**config.mk**
```make
export PLATFORM = sky130hd
export DESIGN_NAME = lidar_tx_scheduler
export DESIGN_NICKNAME = d
export VERILOG_FILES = /design/src/rtl/lidar_tx_scheduler.sv
export SDC_FILE = /design/constraint.sdc
export NUM_CORES = 1
export LEC_CHECK = 0
export ABC_AREA = 1
export CAP_MARGIN = 0
export CORE_ASPECT_RATIO = 0.6
export CORE_MARGIN = 2
export CORE_UTILIZATION = 50
export CTS_BUF_LIST = sky130_fd_sc_hd__clkbuf_16
export DETAILED_ROUTE_END_ITERATION = 10
export PLACE_DENSITY = 0.81
export SLEW_MARGIN = 20
export SYNTH_ARGS = -nofsm -noshare
export SYNTH_HDL_FRONTEND = slang
export SYNTH_SLANG_ARGS = --single-unit
```
**constraint.sdc**
```tcl
create_clock -name clk -period 3 [get_ports clk]
set_clock_uncertainty 0.1 [all_clocks]
set_input_delay 0.75 -clock clk [delete_from_list [all_inputs] [get_ports clk]]
set_output_delay 0.75 -clock clk [all_outputs]
set_load 0.005 [all_outputs]
```
**src/rtl/lidar_tx_scheduler.sv**
```systemverilog
// Frames 48-bit LiDAR result words behind a two-byte header and streams them byte-wise to the UART serializer.
// Optional build macro LIDAR_TX_CHECKSUM_EN appends an 8-bit modular-sum checksum byte to every packet.
module lidar_tx_scheduler #(
    parameter logic [7:0] HDR0       = 8'h55,
    parameter logic [7:0] HDR1       = 8'hAA,
    parameter int         GAP_CYCLES = 16,
    parameter int         DROP_W     = 8
) (
    input  logic              clk,
    input  logic              reset_n,
    input  logic              enable,
    input  logic              result_valid,
    input  logic [47:0]       result_data,
    output logic [7:0]        tx_byte,
    output logic              tx_valid,
    input  logic              tx_ready,
    output logic              busy,
    output logic              pkt_done,
    output logic [DROP_W-1:0] drop_count
);

`ifdef LIDAR_TX_CHECKSUM_EN
    localparam logic [3:0] LAST_IDX = 4'd8;
`else
    localparam logic [3:0] LAST_IDX = 4'd7;
`endif
    localparam int GAP_W = (GAP_CYCLES > 1) ? $clog2(GAP_CYCLES) : 1;

    typedef enum logic [1:0] {ST_IDLE, ST_SEND, ST_GAP} state_t;

    state_t            state_reg;
    logic [47:0]       word_reg;
    logic [47:0]       pend_data_reg;
    logic              pend_valid_reg;
    logic [3:0]        idx_reg;
    logic [GAP_W-1:0]  gap_cnt_reg;
    logic [7:0]        tx_byte_reg;
    logic              tx_valid_reg;
    logic              pkt_done_reg;
    logic [DROP_W-1:0] drop_reg;
`ifdef LIDAR_TX_CHECKSUM_EN
    logic [7:0]        sum_reg;
`endif

    logic [7:0] data_bytes [6];

    genvar gi;
    generate
        for (gi = 0; gi < 6; gi++) begin : g_bytes
            assign data_bytes[gi] = word_reg[47-8*gi -: 8];
        end
    endgenerate

    // Byte presented after a transfer of the byte at idx_reg.
    logic [7:0] byte_next;
    always_comb begin
        byte_next = 8'h00;
        case (idx_reg)
            4'd0:    byte_next = HDR1;
            4'd1:    byte_next = data_bytes[0];
            4'd2:    byte_next = data_bytes[1];
            4'd3:    byte_next = data_bytes[2];
            4'd4:    byte_next = data_bytes[3];
            4'd5:    byte_next = data_bytes[4];
            4'd6:    byte_next = data_bytes[5];
`ifdef LIDAR_TX_CHECKSUM_EN
            4'd7:    byte_next = sum_reg + tx_byte_reg;
`endif
            default: byte_next = 8'h00;
        endcase
    end

    // A pending word always launches ahead of a fresh strobe; the strobe then refills pending without a drop.
    logic        launch;
    logic        store;
    logic        drop_inc;
    logic [47:0] launch_word;
    always_comb begin
        launch      = (state_reg == ST_IDLE) && enable && (pend_valid_reg || result_valid);
        launch_word = pend_valid_reg ? pend_data_reg : result_data;
        store       = result_valid && !(launch && !pend_valid_reg);
        drop_inc    = store && pend_valid_reg && !launch;
    end

    always_ff @(posedge clk or negedge reset_n) begin
        if (!reset_n) begin
            state_reg      <= ST_IDLE;
            word_reg       <= '0;
            pend_data_reg  <= '0;
            pend_valid_reg <= 1'b0;
            idx_reg        <= '0;
            gap_cnt_reg    <= '0;
            tx_byte_reg    <= '0;
            tx_valid_reg   <= 1'b0;
            pkt_done_reg   <= 1'b0;
            drop_reg       <= '0;
`ifdef LIDAR_TX_CHECKSUM_EN
            sum_reg        <= '0;
`endif
        end else begin
            pkt_done_reg <= 1'b0;

            if (store) begin
                pend_data_reg  <= result_data;
                pend_valid_reg <= 1'b1;
            end else if (launch) begin
                pend_valid_reg <= 1'b0;
            end

            if (drop_inc && (drop_reg != '1))
                drop_reg <= drop_reg + 1'b1;

            case (state_reg)
                ST_IDLE: begin
                    if (launch) begin
                        word_reg     <= launch_word;
                        idx_reg      <= '0;
                        tx_byte_reg  <= HDR0;
                        tx_valid_reg <= 1'b1;
                        state_reg    <= ST_SEND;
`ifdef LIDAR_TX_CHECKSUM_EN
                        sum_reg      <= '0;
`endif
                    end
                end
                ST_SEND: begin
                    if (tx_valid_reg && tx_ready) begin
`ifdef LIDAR_TX_CHECKSUM_EN
                        sum_reg <= sum_reg + tx_byte_reg;
`endif
                        if (idx_reg == LAST_IDX) begin
                            tx_valid_reg <= 1'b0;
                            pkt_done_reg <= 1'b1;
                            gap_cnt_reg  <= '0;
                            state_reg    <= (GAP_CYCLES == 0) ? ST_IDLE : ST_GAP;
                        end else begin
                            idx_reg     <= idx_reg + 4'd1;
                            tx_byte_reg <= byte_next;
                        end
                    end
                end
                ST_GAP: begin
                    if (gap_cnt_reg == GAP_W'(GAP_CYCLES - 1))
                        state_reg <= ST_IDLE;
                    else
                        gap_cnt_reg <= gap_cnt_reg + 1'b1;
                end
                default: state_reg <= ST_IDLE;
            endcase
        end
    end

    assign tx_byte    = tx_byte_reg;
    assign tx_valid   = tx_valid_reg;
    assign pkt_done   = pkt_done_reg;
    assign drop_count = drop_reg;
    assign busy       = (state_reg != ST_IDLE);

endmodule

```
==> summary.txt <==
Yosys
  • Simple-gate share of the synthesized area: 20.7%
  • Distinct cell type count after synthesis: 29
  • Synthesized cell area: 6000 um^2
  • Register bit total from synthesis: 125
  • Largest cells by area after synthesis: dfrtp_1, nand2_1, o21ai_0
  • Synth Area in XOR/XNOR: 1.02%
  • Largest family of logic cells by synthesized area: simple AND/OR/NAND/NOR gates
  • Synth Area in Adders: 1.25%
  • Yosys warns: 0
  • Register area share after synthesis: 52.1%
  • Cell taking the most area after synthesis: dfrtp_1
  • Syn Inst Count: 751
  • Mean Syn Cell Area: 7.99 um^2
  • Synthesized net count: 810
  • Mux share of post-synthesis cell area: 0.167%
  • Compound-Gate Fraction of Synth Area: 15.4%
  • Synth top area share: 52.1%

Route
  • Final ANT Viol Nets: 0
  • Drt initial violations: 462
  • Drt drc: 0
  • DR pass1 iterations: 6
  • Routed vias/inst: 5.46
  • Final wirelength: 14.8 mm
  • DR WL/cell: 15.0 um
  • Vias: 5364

Clock network
  • Hold-fix buffers, CTS: 0
  • Num CTS Buffers: 17
  • CTS tree: done
  • Clk_lat worst skew: 420 ps
  • Longest Clk Path Bufs: 2
  • Clock root buffer master: clkbuf_16
  • Clock Sinks: 125
  • CTS clock-pin slew for the worst setup and hold paths: 50 ps
  • H-tree depth: 4
  • Resize count post-CTS: 0
  • Post-CTS Setup Bufs: 0

Placement
  • Final Wtd Congestion: 0.986
  • Port Buf Inserts: 71
  • Instance area at placement: 6820 um^2
  • HPWL Detailed: 10.2 mm

Global routing
  • Initial antenna violation count: 0
  • Via count of the first global-routing pass: 4966
  • Grt ovf: 0
  • GR Util All Layers: 24.6%
  • First-pass GRT wire length: 24.8 mm
  • Largest net degree at the start of global routing: 67

Critical path
  • Worst EP required: 3260 ps
  • Worst setup EP type: flop
  • Kind of critical path: reg2reg
  • Worst path bufs/invs: 3
  • Crit-path slowest cell: dfrtp_1
  • Largest stage delay, worst path: 620 ps
  • Worst Path Arrival: 2780 ps
  • CP Cell Sequence: nor2_1 -> buf_4 -> nand2_1 -> o21ai_0 -> inv_1 -> nand3_1 -> nand2_1 -> inv_1
  • CP delay by family, top: simple AND/OR/NAND/NOR gates
  • CP Max Fanout: 18
  • CP startpoint kind: flop

Cells and area
  • Commonest cells after routing, fill and taps aside: nand2_1, dfrtp_1, o21ai_0
  • Layout cells sized above 1: 5.35%
  • ANT cells: 0
  • Layout area overhead: 22.1%
  • Final net count: 870
  • Design Area, Final: 7330 um^2
  • Most common cell after layout, fill and taps aside: nand2_1

Flow run
  • MaxCap Viol Count: 0

Die
  • Die Area: 12900 um^2
  • DIE WIDTH: 145 um
  • Ports: 72
  • DIE HEIGHT: 88.9 um
  • Core region area: 11500 um^2
  • Row cnt: 30
  • Initial Util: 52.3%

Hold path
  • Hold Crit Class: in2async

Timing
  • Hold_ws: 231 ps
  • Period minus WS final: 2520 ps
  • Total negative setup slack: 0 ps
  • Fin crit share: 84.0%
  • Max Slew Vio Count: 0
  • Final number of setup-violating endpoints: 0
  • Max Fclk: 397 MHz
  • RSZ-0062 raised after global routing: false
  • Slew HR: 54.7%
  • Least-Margin Pin Slew: 680 ps
  • Endpoints failing hold: 0

Power
  • Leak pwr: 3.52 nW
  • Total power: 6.07 mW
  • PD cells: 828 nW/um^2
  • Worst IR drop on VDD: 0.484 mV

Status
  • Status: finished, final reports clean
[synth_stat cells]
library cell and number:
o21ai_2 1, o21ai_1 43, xor2_1 4, a22oi_1 1, nor2_1 32, o21bai_2 1
nand4_1 13, xnor2_1 3, o211ai_1 10, nor3_1 2, mux2i_1 1, nand2_1 210
o21ai_0 116, nor2_4 1, nor2_2 1, nand3b_1 1, ha_1 6, clkbuf_1 17
and3_1 1, o21ai_4 1, buf_1 2, buf_6 5, inv_1 91, a21oi_1 2
dfrtp_1 125, buf_2 16, nand2_2 2, nand3_1 40, inv_2 3
[cell families after synthesis]
logic type / after synthesis
simple gates: 303
fa+ha+maj: 6
compound gates: 175
buf+inv: 134
flops: 125
mux: 1
xor+xnor: 7
[stage by stage]
step | std cells | setup WS, ps | util, %
3_5_place_dp | 952 | 476 | 59.3
3_3_place_gp | 952 | 588 | 59.3
4_1_cts | 983 | 569 | 63.8
6_report | 983 | 479 | 63.8
2_1_floorplan | 751 | 1250 | -
5_1_grt | 983 | 305 | 63.8
[where the power goes]
group | internal (mW) | switching [mW]
Clock | 1.10 | 0.715
Combinational | 0.695 | 1.04
Sequential | 2.17 | 0.353
[final timing paths]
kind / start / to / slack, ps / cells past startpoint
max: idx_reg[2] / tx_byte[6] / 480 / 8
min: reset_n / pend_data_reg[26] / 230 / 1
max reg2reg: idx_reg[2] / tx_byte[6] / 480 / 8
min reg2reg: pend_data_reg[10] / pend_data_reg[10] / 380 / 2
max in group asynchronous: reset_n / data_bytes[46] / 1750 / 2
min in group clk: pend_data_reg[10] / pend_data_reg[10] / 380 / 2
[per-layer routing]
metal / vias to the layer above / GRT usage [%] / wire, um
met3: 35 / 7.32 / 1360
li1: 2537 / - / -
met4: 0 / 7.58 / 250
met2: 283 / 37.9 / 6600
met5: - / 0 / 0
met1: 2509 / 34.2 / 6540
[area by class of cell]
class	count	area, um^2
clock inverters	14	86.3
multi-input cells	492	2310
clock buffers	17	425
repair buffers	81	821
fillers	934	4160
flip-flops and latches	125	3130
well taps	160	200
inverters	94	353
Power figures use the tool's default switching activity.
